## src/rtl/spi_psram_pkg.sv

```systemverilog
// Shared command codes and state encodings for the SPI-to-PSRAM loader.
package spi_psram_pkg;

  localparam logic [7:0] CMD_WR = 8'hA0;
  localparam logic [7:0] CMD_RD = 8'hB0;

  typedef enum logic [2:0] {IDLE, CMD, ADDR, DUMMY, WDATA, RDATA, SKIP} main_state_e;
  typedef enum logic [1:0] {P_IDLE, P_WR, P_RD, P_REC} psr_state_e;

endpackage

```

## src/rtl/spi_rx_sync.sv

```systemverilog
// Two-flop synchronisers for the MCU SPI pins plus SCK edge detection in the CLK domain.
module spi_rx_sync (
  input  logic clk_i,
  input  logic rst_i,
  input  logic ssn_i,
  input  logic sck_i,
  input  logic mosi_i,
  output logic ssn_o,
  output logic mosi_o,
  output logic sck_rise_o,
  output logic sck_fall_o
);

  logic [1:0] ssn_q;
  logic [1:0] mosi_q;
  logic [2:0] sck_q;

  always_ff @(posedge clk_i or posedge rst_i) begin
    if (rst_i) begin
      ssn_q  <= 2'b11;
      mosi_q <= 2'b00;
      sck_q  <= 3'b000;
    end else begin
      ssn_q  <= {ssn_q[0], ssn_i};
      mosi_q <= {mosi_q[0], mosi_i};
      sck_q  <= {sck_q[1:0], sck_i};
    end
  end

  // MOSI and SCK share the same sync depth, so mosi_o is aligned with sck_rise_o.
  assign ssn_o      = ssn_q[1];
  assign mosi_o     = mosi_q[1];
  assign sck_rise_o = sck_q[1] & ~sck_q[2];
  assign sck_fall_o = ~sck_q[1] & sck_q[2];

endmodule

```

## src/rtl/spi_psram_loader.sv

```systemverilog
// SPI slave (mode 0) that writes and reads byte-wide data in a 16-bit async PSRAM.
module spi_psram_loader
  import spi_psram_pkg::*;
#(
  parameter int PSR_WR_CYC = 4,
  parameter int PSR_RD_CYC = 4
) (
  input  logic        CLK,
  input  logic        RST,
  input  logic        SPI_SSn,
  input  logic        SPI_SCK,
  input  logic        SPI_MOSI,
  output logic        SPI_MISO,
  output logic [21:0] PSR_A,
  input  logic [15:0] PSR_DI,
  output logic [15:0] PSR_DO,
  output logic        PSR_DOE,
  output logic        PSR_CEn,
  output logic        PSR_OEn,
  output logic        PSR_WEn,
  output logic        PSR_UBn,
  output logic        PSR_LBn,
  output logic        BUSY
);

  logic ssn_s, mosi_s, sck_rise, sck_fall;

  spi_rx_sync u_sync (
    .clk_i      (CLK),
    .rst_i      (RST),
    .ssn_i      (SPI_SSn),
    .sck_i      (SPI_SCK),
    .mosi_i     (SPI_MOSI),
    .ssn_o      (ssn_s),
    .mosi_o     (mosi_s),
    .sck_rise_o (sck_rise),
    .sck_fall_o (sck_fall)
  );

  main_state_e state_q, state_d;
  psr_state_e  pstate_q, pstate_d;
  logic [2:0]  bit_cnt_q, bit_cnt_d;
  logic [1:0]  byte_cnt_q, byte_cnt_d;
  logic [6:0]  rx_sr_q, rx_sr_d;
  logic [6:0]  tx_sr_q, tx_sr_d;
  logic [22:0] addr_q, addr_d;
  logic        is_wr_q, is_wr_d;
  logic        miso_q, miso_d;
  logic        tx_need_q, tx_need_d;
  logic [7:0]  rx_byte;
  logic        new_req, new_wr, tx_load;

  logic        req_pend_q, req_pend_d, req_wr_q, req_wr_d;
  logic [22:0] req_addr_q, req_addr_d;
  logic [7:0]  req_data_q, req_data_d;
  logic [2:0]  pcnt_q, pcnt_d;
  logic [21:0] pa_q, pa_d;
  logic        plsb_q, plsb_d;
  logic [15:0] pdo_q, pdo_d;
  logic [7:0]  rd_buf_q, rd_buf_d;
  logic        rd_vld_q, rd_vld_d;

  // Frame decode and serial shifters
  always_comb begin
    state_d    = state_q;
    bit_cnt_d  = bit_cnt_q;
    byte_cnt_d = byte_cnt_q;
    rx_sr_d    = rx_sr_q;
    tx_sr_d    = tx_sr_q;
    addr_d     = addr_q;
    is_wr_d    = is_wr_q;
    miso_d     = miso_q;
    tx_need_d  = tx_need_q;
    rx_byte    = {rx_sr_q, mosi_s};
    new_req    = 1'b0;
    new_wr     = 1'b0;
    tx_load    = 1'b0;
    if (state_q == IDLE || ssn_s) begin
      bit_cnt_d  = 3'd0;
      byte_cnt_d = 2'd0;
      miso_d     = 1'b0;
      tx_need_d  = 1'b0;
      state_d    = ssn_s ? IDLE : CMD;
    end else begin
      if (sck_rise) begin
        rx_sr_d   = rx_byte[6:0];
        bit_cnt_d = bit_cnt_q + 3'd1;
        if (bit_cnt_q == 3'd7) begin
          case (state_q)
            CMD: begin
              is_wr_d = (rx_byte == CMD_WR);
              state_d = (rx_byte == CMD_WR || rx_byte == CMD_RD) ? ADDR : SKIP;
            end
            ADDR: begin
              addr_d     = {addr_q[14:0], rx_byte};
              byte_cnt_d = byte_cnt_q + 2'd1;
              if (byte_cnt_q == 2'd2) state_d = is_wr_q ? WDATA : DUMMY;
            end
            DUMMY: begin
              new_req = 1'b1;
              addr_d  = addr_q + 23'd1;
              state_d = RDATA;
            end
            WDATA: begin
              new_req = 1'b1;
              new_wr  = 1'b1;
              addr_d  = addr_q + 23'd1;
            end
            default: ;
          endcase
        end
      end
      if (state_q == RDATA) begin
        if (sck_fall) begin
          if (bit_cnt_q == 3'd0) tx_need_d = 1'b1;
          else begin
            miso_d  = tx_sr_q[6];
            tx_sr_d = {tx_sr_q[5:0], 1'b0};
          end
        end
        // Loading the next byte also launches the prefetch for the one after it.
        if (tx_need_q && rd_vld_q) begin
          tx_load   = 1'b1;
          miso_d    = rd_buf_q[7];
          tx_sr_d   = rd_buf_q[6:0];
          tx_need_d = 1'b0;
          new_req   = 1'b1;
          addr_d    = addr_q + 23'd1;
        end
      end
    end
  end

  // PSRAM access sequencer; one pending request is held while a cycle is active
  always_comb begin
    pstate_d   = pstate_q;
    pcnt_d     = pcnt_q;
    pa_d       = pa_q;
    plsb_d     = plsb_q;
    pdo_d      = pdo_q;
    rd_buf_d   = rd_buf_q;
    rd_vld_d   = (state_q == RDATA) ? rd_vld_q : 1'b0;
    req_pend_d = req_pend_q;
    req_wr_d   = req_wr_q;
    req_addr_d = req_addr_q;
    req_data_d = req_data_q;
    if (tx_load) rd_vld_d = 1'b0;
    case (pstate_q)
      P_IDLE: if (req_pend_q) begin
        pstate_d   = req_wr_q ? P_WR : P_RD;
        pcnt_d     = 3'd0;
        pa_d       = req_addr_q[22:1];
        plsb_d     = req_addr_q[0];
        req_pend_d = 1'b0;
        if (req_wr_q) pdo_d = {req_data_q, req_data_q};
      end
      P_WR: begin
        pcnt_d = pcnt_q + 3'd1;
        if (pcnt_q == 3'(PSR_WR_CYC + 1)) pstate_d = P_REC;
      end
      P_RD: begin
        pcnt_d = pcnt_q + 3'd1;
        if (pcnt_q == 3'(PSR_RD_CYC - 1)) begin
          pstate_d = P_REC;
          rd_buf_d = plsb_q ? PSR_DI[7:0] : PSR_DI[15:8];
          rd_vld_d = 1'b1;
        end
      end
      default: pstate_d = P_IDLE;
    endcase
    if (new_req) begin
      req_pend_d = 1'b1;
      req_wr_d   = new_wr;
      req_addr_d = addr_q;
      req_data_d = rx_byte;
    end
  end

  always_ff @(posedge CLK or posedge RST) begin
    if (RST) begin
      state_q    <= IDLE;
      pstate_q   <= P_IDLE;
      bit_cnt_q  <= '0;
      byte_cnt_q <= '0;
      rx_sr_q    <= '0;
      tx_sr_q    <= '0;
      addr_q     <= '0;
      is_wr_q    <= 1'b0;
      miso_q     <= 1'b0;
      tx_need_q  <= 1'b0;
      req_pend_q <= 1'b0;
      req_wr_q   <= 1'b0;
      req_addr_q <= '0;
      req_data_q <= '0;
      pcnt_q     <= '0;
      pa_q       <= '0;
      plsb_q     <= 1'b0;
      pdo_q      <= '0;
      rd_buf_q   <= '0;
      rd_vld_q   <= 1'b0;
    end else begin
      state_q    <= state_d;
      pstate_q   <= pstate_d;
      bit_cnt_q  <= bit_cnt_d;
      byte_cnt_q <= byte_cnt_d;
      rx_sr_q    <= rx_sr_d;
      tx_sr_q    <= tx_sr_d;
      addr_q     <= addr_d;
      is_wr_q    <= is_wr_d;
      miso_q     <= miso_d;
      tx_need_q  <= tx_need_d;
      req_pend_q <= req_pend_d;
      req_wr_q   <= req_wr_d;
      req_addr_q <= req_addr_d;
      req_data_q <= req_data_d;
      pcnt_q     <= pcnt_d;
      pa_q       <= pa_d;
      plsb_q     <= plsb_d;
      pdo_q      <= pdo_d;
      rd_buf_q   <= rd_buf_d;
      rd_vld_q   <= rd_vld_d;
    end
  end

  // Write: DOE leads WEn by one cycle and trails it by one; strobes decode from async-reset state.
  logic wr_act, rd_act;
  assign wr_act   = (pstate_q == P_WR) && (pcnt_q >= 3'd1) && (pcnt_q <= 3'(PSR_WR_CYC));
  assign rd_act   = (pstate_q == P_RD);
  assign PSR_CEn  = ~(wr_act | rd_act);
  assign PSR_WEn  = ~wr_act;
  assign PSR_OEn  = ~rd_act;
  assign PSR_UBn  = ~((wr_act | rd_act) & ~plsb_q);
  assign PSR_LBn  = ~((wr_act | rd_act) & plsb_q);
  assign PSR_DOE  = (pstate_q == P_WR);
  assign PSR_A    = pa_q;
  assign PSR_DO   = pdo_q;
  assign SPI_MISO = miso_q;
  assign BUSY     = ~ssn_s | (pstate_q != P_IDLE) | req_pend_q;

endmodule

```

## config.mk

```make
export PLATFORM = sky130hd
export DESIGN_NAME = spi_psram_loader
export DESIGN_NICKNAME = d
export VERILOG_FILES = /design/src/rtl/spi_psram_pkg.sv /design/src/rtl/spi_rx_sync.sv /design/src/rtl/spi_psram_loader.sv
export SDC_FILE = /design/constraint.sdc
export NUM_CORES = 1
export LEC_CHECK = 0
export BUFFER_PORTS_ARGS = -buffer_cell sky130_fd_sc_hd__buf_2
export CORE_MARGIN = 3
export CORE_UTILIZATION = 59
export CTS_CLUSTER_DIAMETER = 120
export CTS_CLUSTER_SIZE = 25
export DETAILED_ROUTE_END_ITERATION = 6
export GPL_ROUTABILITY_DRIVEN = 0
export PLACE_DENSITY = 0.83
export SETUP_SLACK_MARGIN = 0.3
export SYNTH_ARGS = -nofsm -noshare
export SYNTH_HDL_FRONTEND = slang
export SYNTH_SLANG_ARGS = --single-unit
```

## constraint.sdc

```tcl
create_clock -name CLK -period 5.2 [get_ports CLK]
set_input_delay 0.52 -clock CLK [delete_from_list [all_inputs] [get_ports CLK]]
set_output_delay 0.52 -clock CLK [all_outputs]
set_load 0.05 [all_outputs]
```

# Word-level counts from Yosys, hierarchy flattened
# Index checks and enable logic that the tools add are counted.
# Widths: inputs -> output; s select.
[totals]
wordCells = 157
output_inout_bits = 46
input_bits = 21
register_bits = 141
[op_classes]
n_reduce_logical = 33
n_eq_ne = 19
add_sub_neg = 4
mux = 59
bitwise = 17
magnitude_cmp = 2
[op_table]
columns = ["operator", "n"]
rows = [
  ["$mux 23", 4],
  ["$pmux 23 s2", 1],
  ["$mux 1", 30],
  ["$mux 3", 9],
  ["$add 23x1->23 const B", 1],
  ["$mux 7", 3],
  ["$eq 8x8->1 const B", 2],
  ["$mux 2", 8],
  ["$reduce_bool 2->1", 8],
  ["$reduce_and 3->1", 5],
  ["$eq 3x3->1 const B", 4],
  ["$reduce_and 4->1", 3],
  ["$not 1->1", 10],
  ["$eq 3x2->1 const B", 3],
  ["$pmux 3 s3", 1],
  ["$mux 8", 1],
  ["$reduce_and 2->1", 4],
  ["$add 3x1->3 const B", 2],
  ["$logic_not 3->1", 2],
  ["$ne 2x1->1 const B", 3],
  ["$pmux 2 s3", 1],
  ["$pmux 3 s2", 1],
  ["$reduce_bool 3->1", 2],
  ["$and 1x1->1", 4],
  ["other kinds (15)", 22],
]

# Longest topological paths before layout
[depth]
depth_word = 9
ltp_mapped = 10

# Modules after synthesis
# Synthesis repeated with hierarchy kept, for this count alone.
[unflattened]
hier_cells = 612
area_unflattened_um2 = 6253.5
[modules_own_cells]
columns = ["module", "area_each_um2", "cells_each", "n_inst", "seq_area_each_um2"]
rows = [
  ["spi_psram_loader", 6057.1, 602, 1, 3153.0],
  ["spi_rx_sync", 196.4, 10, 1, 177.7],
]

# Least setup slack after synthesis
# Ideal clock, no wire load.
[synth_path]
path_type = "register -> output"
startpoint = "reg pcnt_q[0]"
endpoint = "out PSR_LBn"
path_stages_with_launch = 5
required_time_ns = 4.680
slack_ns = 2.187
arrival_time_ns = 2.493
path_cell_list = "dfrtp_1 > ha_1 > or4_1 > a31oi_1 > nand2b_1"
[synth_between]
elab_chain_len = 6
[synth_rtl]
columns = ["item", "line_no", "rtl"]
rows = [
  ["start: declaration", "spi_psram_loader.sv:56", "logic [2:0] pcnt_q, pcnt_d;"],
  ["start signal: assignment", "spi_psram_loader.sv:216", "pcnt_q <= pcnt_d;"],
  ["$ge 3x1->1", "spi_psram_loader.sv:227", "assign wr_act = (pstate_q == P_WR) && (pcnt_q >= 3'd1) && (pcnt_q <= 3'(PSR_WR_CYC));"],
  ["$logic_and 1x1->1", "spi_psram_loader.sv:227", ""],
  ["$logic_and 1x1->1 (*)", "spi_psram_loader.sv:227", ""],
  ["$or 1x1->1 (*)", "spi_psram_loader.sv:233", "assign PSR_LBn = ~((wr_act | rd_act) & plsb_q);"],
  ["$and 1x1->1 (*)", "spi_psram_loader.sv:233", ""],
  ["$not 1->1 (*)", "spi_psram_loader.sv:233", ""],
  ["end: declaration", "spi_psram_loader.sv:22", "output logic PSR_LBn,"],
]
# Every way passes the cells marked *; elsewhere a longest branch is shown, timed or not.

# Final worst setup path
[layout_path]
startpoint = "reg pcnt_q[1]"
endpoint = "out PSR_LBn"
# Same word-level chain as after synthesis.

==> flow_summary.yaml <==
critical_path:
  startpoint_type: "flop"
  crit_fanout: 3
  worstPathRequired_ns: 4.68
  crit_type: "reg2out"
  cp-end-kind: "output port"
  r2r_cells: 7
  rr_endpoint: "addr_q[13]"
  arrival_ns: 2.18
  r2r_start: "bit_cnt_q[0]"
  r2r_slack_ns: 2.57
global_route:
  overflow: 0
  grt_usage: 0.237
  grt_max_degree: 90
  grt_pass1_vias: 4425
  antenna_found_initial: 0
  grt_pass1_wl_mm: 21.5
yosys:
  synth_largest_area_cell: "dfrtp_1"
  yosys-mux-area-fraction: 0.140
  ys_seq_area_frac: 0.537
  synth_common_cells: "dfrtp_1 (131), mux2_2 (60), nand2_1 (47), o21ai_0 (44), nor2_1 (29)"
  synth.distinct_cells: 62
  synth_edf_count: 0
  ys.flop_type: "dfrtp_1"
  async_flop_share: 1.00
  ys.warnings.count: 0
  synth_top_family_by_area: "multiplexers"
  synth-simple-area-share: 0.125
  syn-cell-area_um2: 6200
  synth.most_common_cell: "dfrtp_1"
  synth_compound_area_frac: 0.118
  syn_nets: 578
  synth_xor_area_frac: 0.00283
  syn_avg_cell_area_um2: 11.4
  synth_cells: 544
  synthAdderAreaFrac: 0.0262
  ys_seq_elements: 133
  synth_top_cell_area_share: 0.529
  netlist_top_cells_area: "dfrtp_1 (53%), mux2_2 (11%), o21ai_0 (3.6%)"
sta:
  fin_tns_setup_ns: 0
  layout_min_cycle_time_ns: 2.70
  final_max_slew_viol_count: 0
  relSlewSlack: 0.296
  tightestPinTransition_ns: 1.05
  rsz0062_at_grt: "no"
  setup_slack_ns: 2.50
  finClkSkew_ns: 0.00713
  hold_viol: 0
  setup_viol: 0
  fin_crit_sh: 0.519
  fin_hold_ws_ns: 0.0978
  fmax_mhz: 370
floorplan:
  start_util: 0.620
  rows: 36
  num_io_pins: 67
  fp.dieArea_um2: 11800
  die_w_um: 108
  core_um2: 10000
  die_h_um: 108
routing:
  vias: 4508
  vias_per_cell: 6.08
  ant_nets: 0
  drt-total-wl_mm: 13.1
  initialDrtViolationCount: 395
  drc: 0
  wl_per_cell_um: 17.7
  dr.pass1.iters: 5
worst_hold_path:
  hold_path_end: "u_sync.ssn_q[0]"
  hold-path-cell-count: 1
  hold_class: "in2reg"
  worstHoldStart: "SPI_SSn"
final_layout:
  seqCellArea_um2: 3330
  diodes: 0
  fillers: 696
  final_nets: 630
  multi_input_area_um2: 2550
  finalInstanceArea_um2: 7070
  area_growth_pct: 14.0
  drive_gt1_frac: 0.278
clock_network:
  clk_latency_ns: 0.52
  path_clk_slew_ns: 0.06
  cts_resized: 0
  cts_hold_buf: 0
  clk_path_buf_depth: 2
  root_buffer: "clkbuf_8"
  htree_levels: 4
  postCtsSetupRepairBufs: 0
  clock_sinks: 133
  cts_tree: "built"
  numCtsBuffers: 17
power_and_ir_drop:
  p_leak_uw: 0.00337
  p_per_area_nw_per_um2: 329
  peakVddDrop_v: 0.000208
  finalPower_uw: 2330
job:
  cap_violations: 0
place:
  placed_cell_area_um2: 6480
  hpwl_mm: 8.34
  port_buffers: 66
  pre_cts_slack_ns: 2.58
status:
  run_status: "finished clean"
[kinds of logic (layout without fill, tap and decap cells)]
| family | count (synthesis) | in the layout |
|---|---|---|
| AOI/OAI and AO/OA | 115 | 115 |
| and+or+nand+nor | 143 | 143 |
| muxes | 79 | 79 |
| adders and majority gates | 13 | 13 |
| xor gates and xnor gates | 2 | 2 |
| DFF | 133 | 133 |
| buffers and inverters | 59 | 124 |
[layout make-up]
class,instances,area share
clock inverters,9,0.0182
well taps,133,0.0235
flip-flops and latches,133,0.471
inverters,25,0.0136
clock buffers,23,0.0646
multi-input cells,352,0.361
repair buffers,67,0.0478
[report_power, final]
group	total [µW]	switching (µW)	internal (µW)
Clock	1180	430	754
Combinational	59.6	35.8	23.8
Sequential	1080	29.1	1050
[per-layer routing]
metal	GRT usage	vias to the layer above	routed length, µm
li1	-	2057	-
met3	0.0609	27	826
met5	0	-	0
met4	0.0839	0	201
met2	0.387	185	6640
met1	0.307	2239	5470
[critical path: stages, from the launching register on]
cell and delay, ns:
dfrtp_1 0.36, inv_1 0.08, ha_1 0.19, or4_1 0.42
a31oi_1 0.22, nand2b_1 0.12, buf_2 0.27
[how the worst max path moves through the flow]
| stage | start | to | slack (ns) | cells past startpoint |
|---|---|---|---|---|
| after global routing | pcnt_q[1] | PSR_UBn | 2.30 | 6 |
| after global placement | bit_cnt_q[0] | req_data_q[3] | 2.64 | 6 |
| after floorplan | RST | PSR_A[0] | 1.13 | 1 |
| final | pcnt_q[1] | PSR_LBn | 2.50 | 6 |
| after CTS | pcnt_q[0] | PSR_LBn | 2.47 | 5 |
| after detailed placement | bit_cnt_q[0] | addr_q[15] | 2.58 | 7 |
[cells in the final DEF (no fill, tap or decap), drive strengths merged, types with 8 or more instances in the layout]
master    n
clkbuf   23
buf      67
o21ai    45
dfrtp   131
ha       13
a21oi    25
mux2     60
nand2    47
nor2     30
mux2i    19
a22oi     8
inv      25
nand3    17
[sequential cells by signal, indices dropped and copies added, names as in the netlist, 7 cells and up]
name	cells
PSR_A	22
PSR_DO	8
addr_q	23
rd_buf_q	8
req_addr_q	23
req_data_q	8
rx_sr_q	7
tx_sr_q	7
[stage by stage]
stage	instances	util
after floorplan	544	-
after global placement	710	0.648
after detailed placement	710	0.648
after CTS	742	0.707
after global routing	742	0.707
final	742	0.707
(Power assumes the default switching activity.)
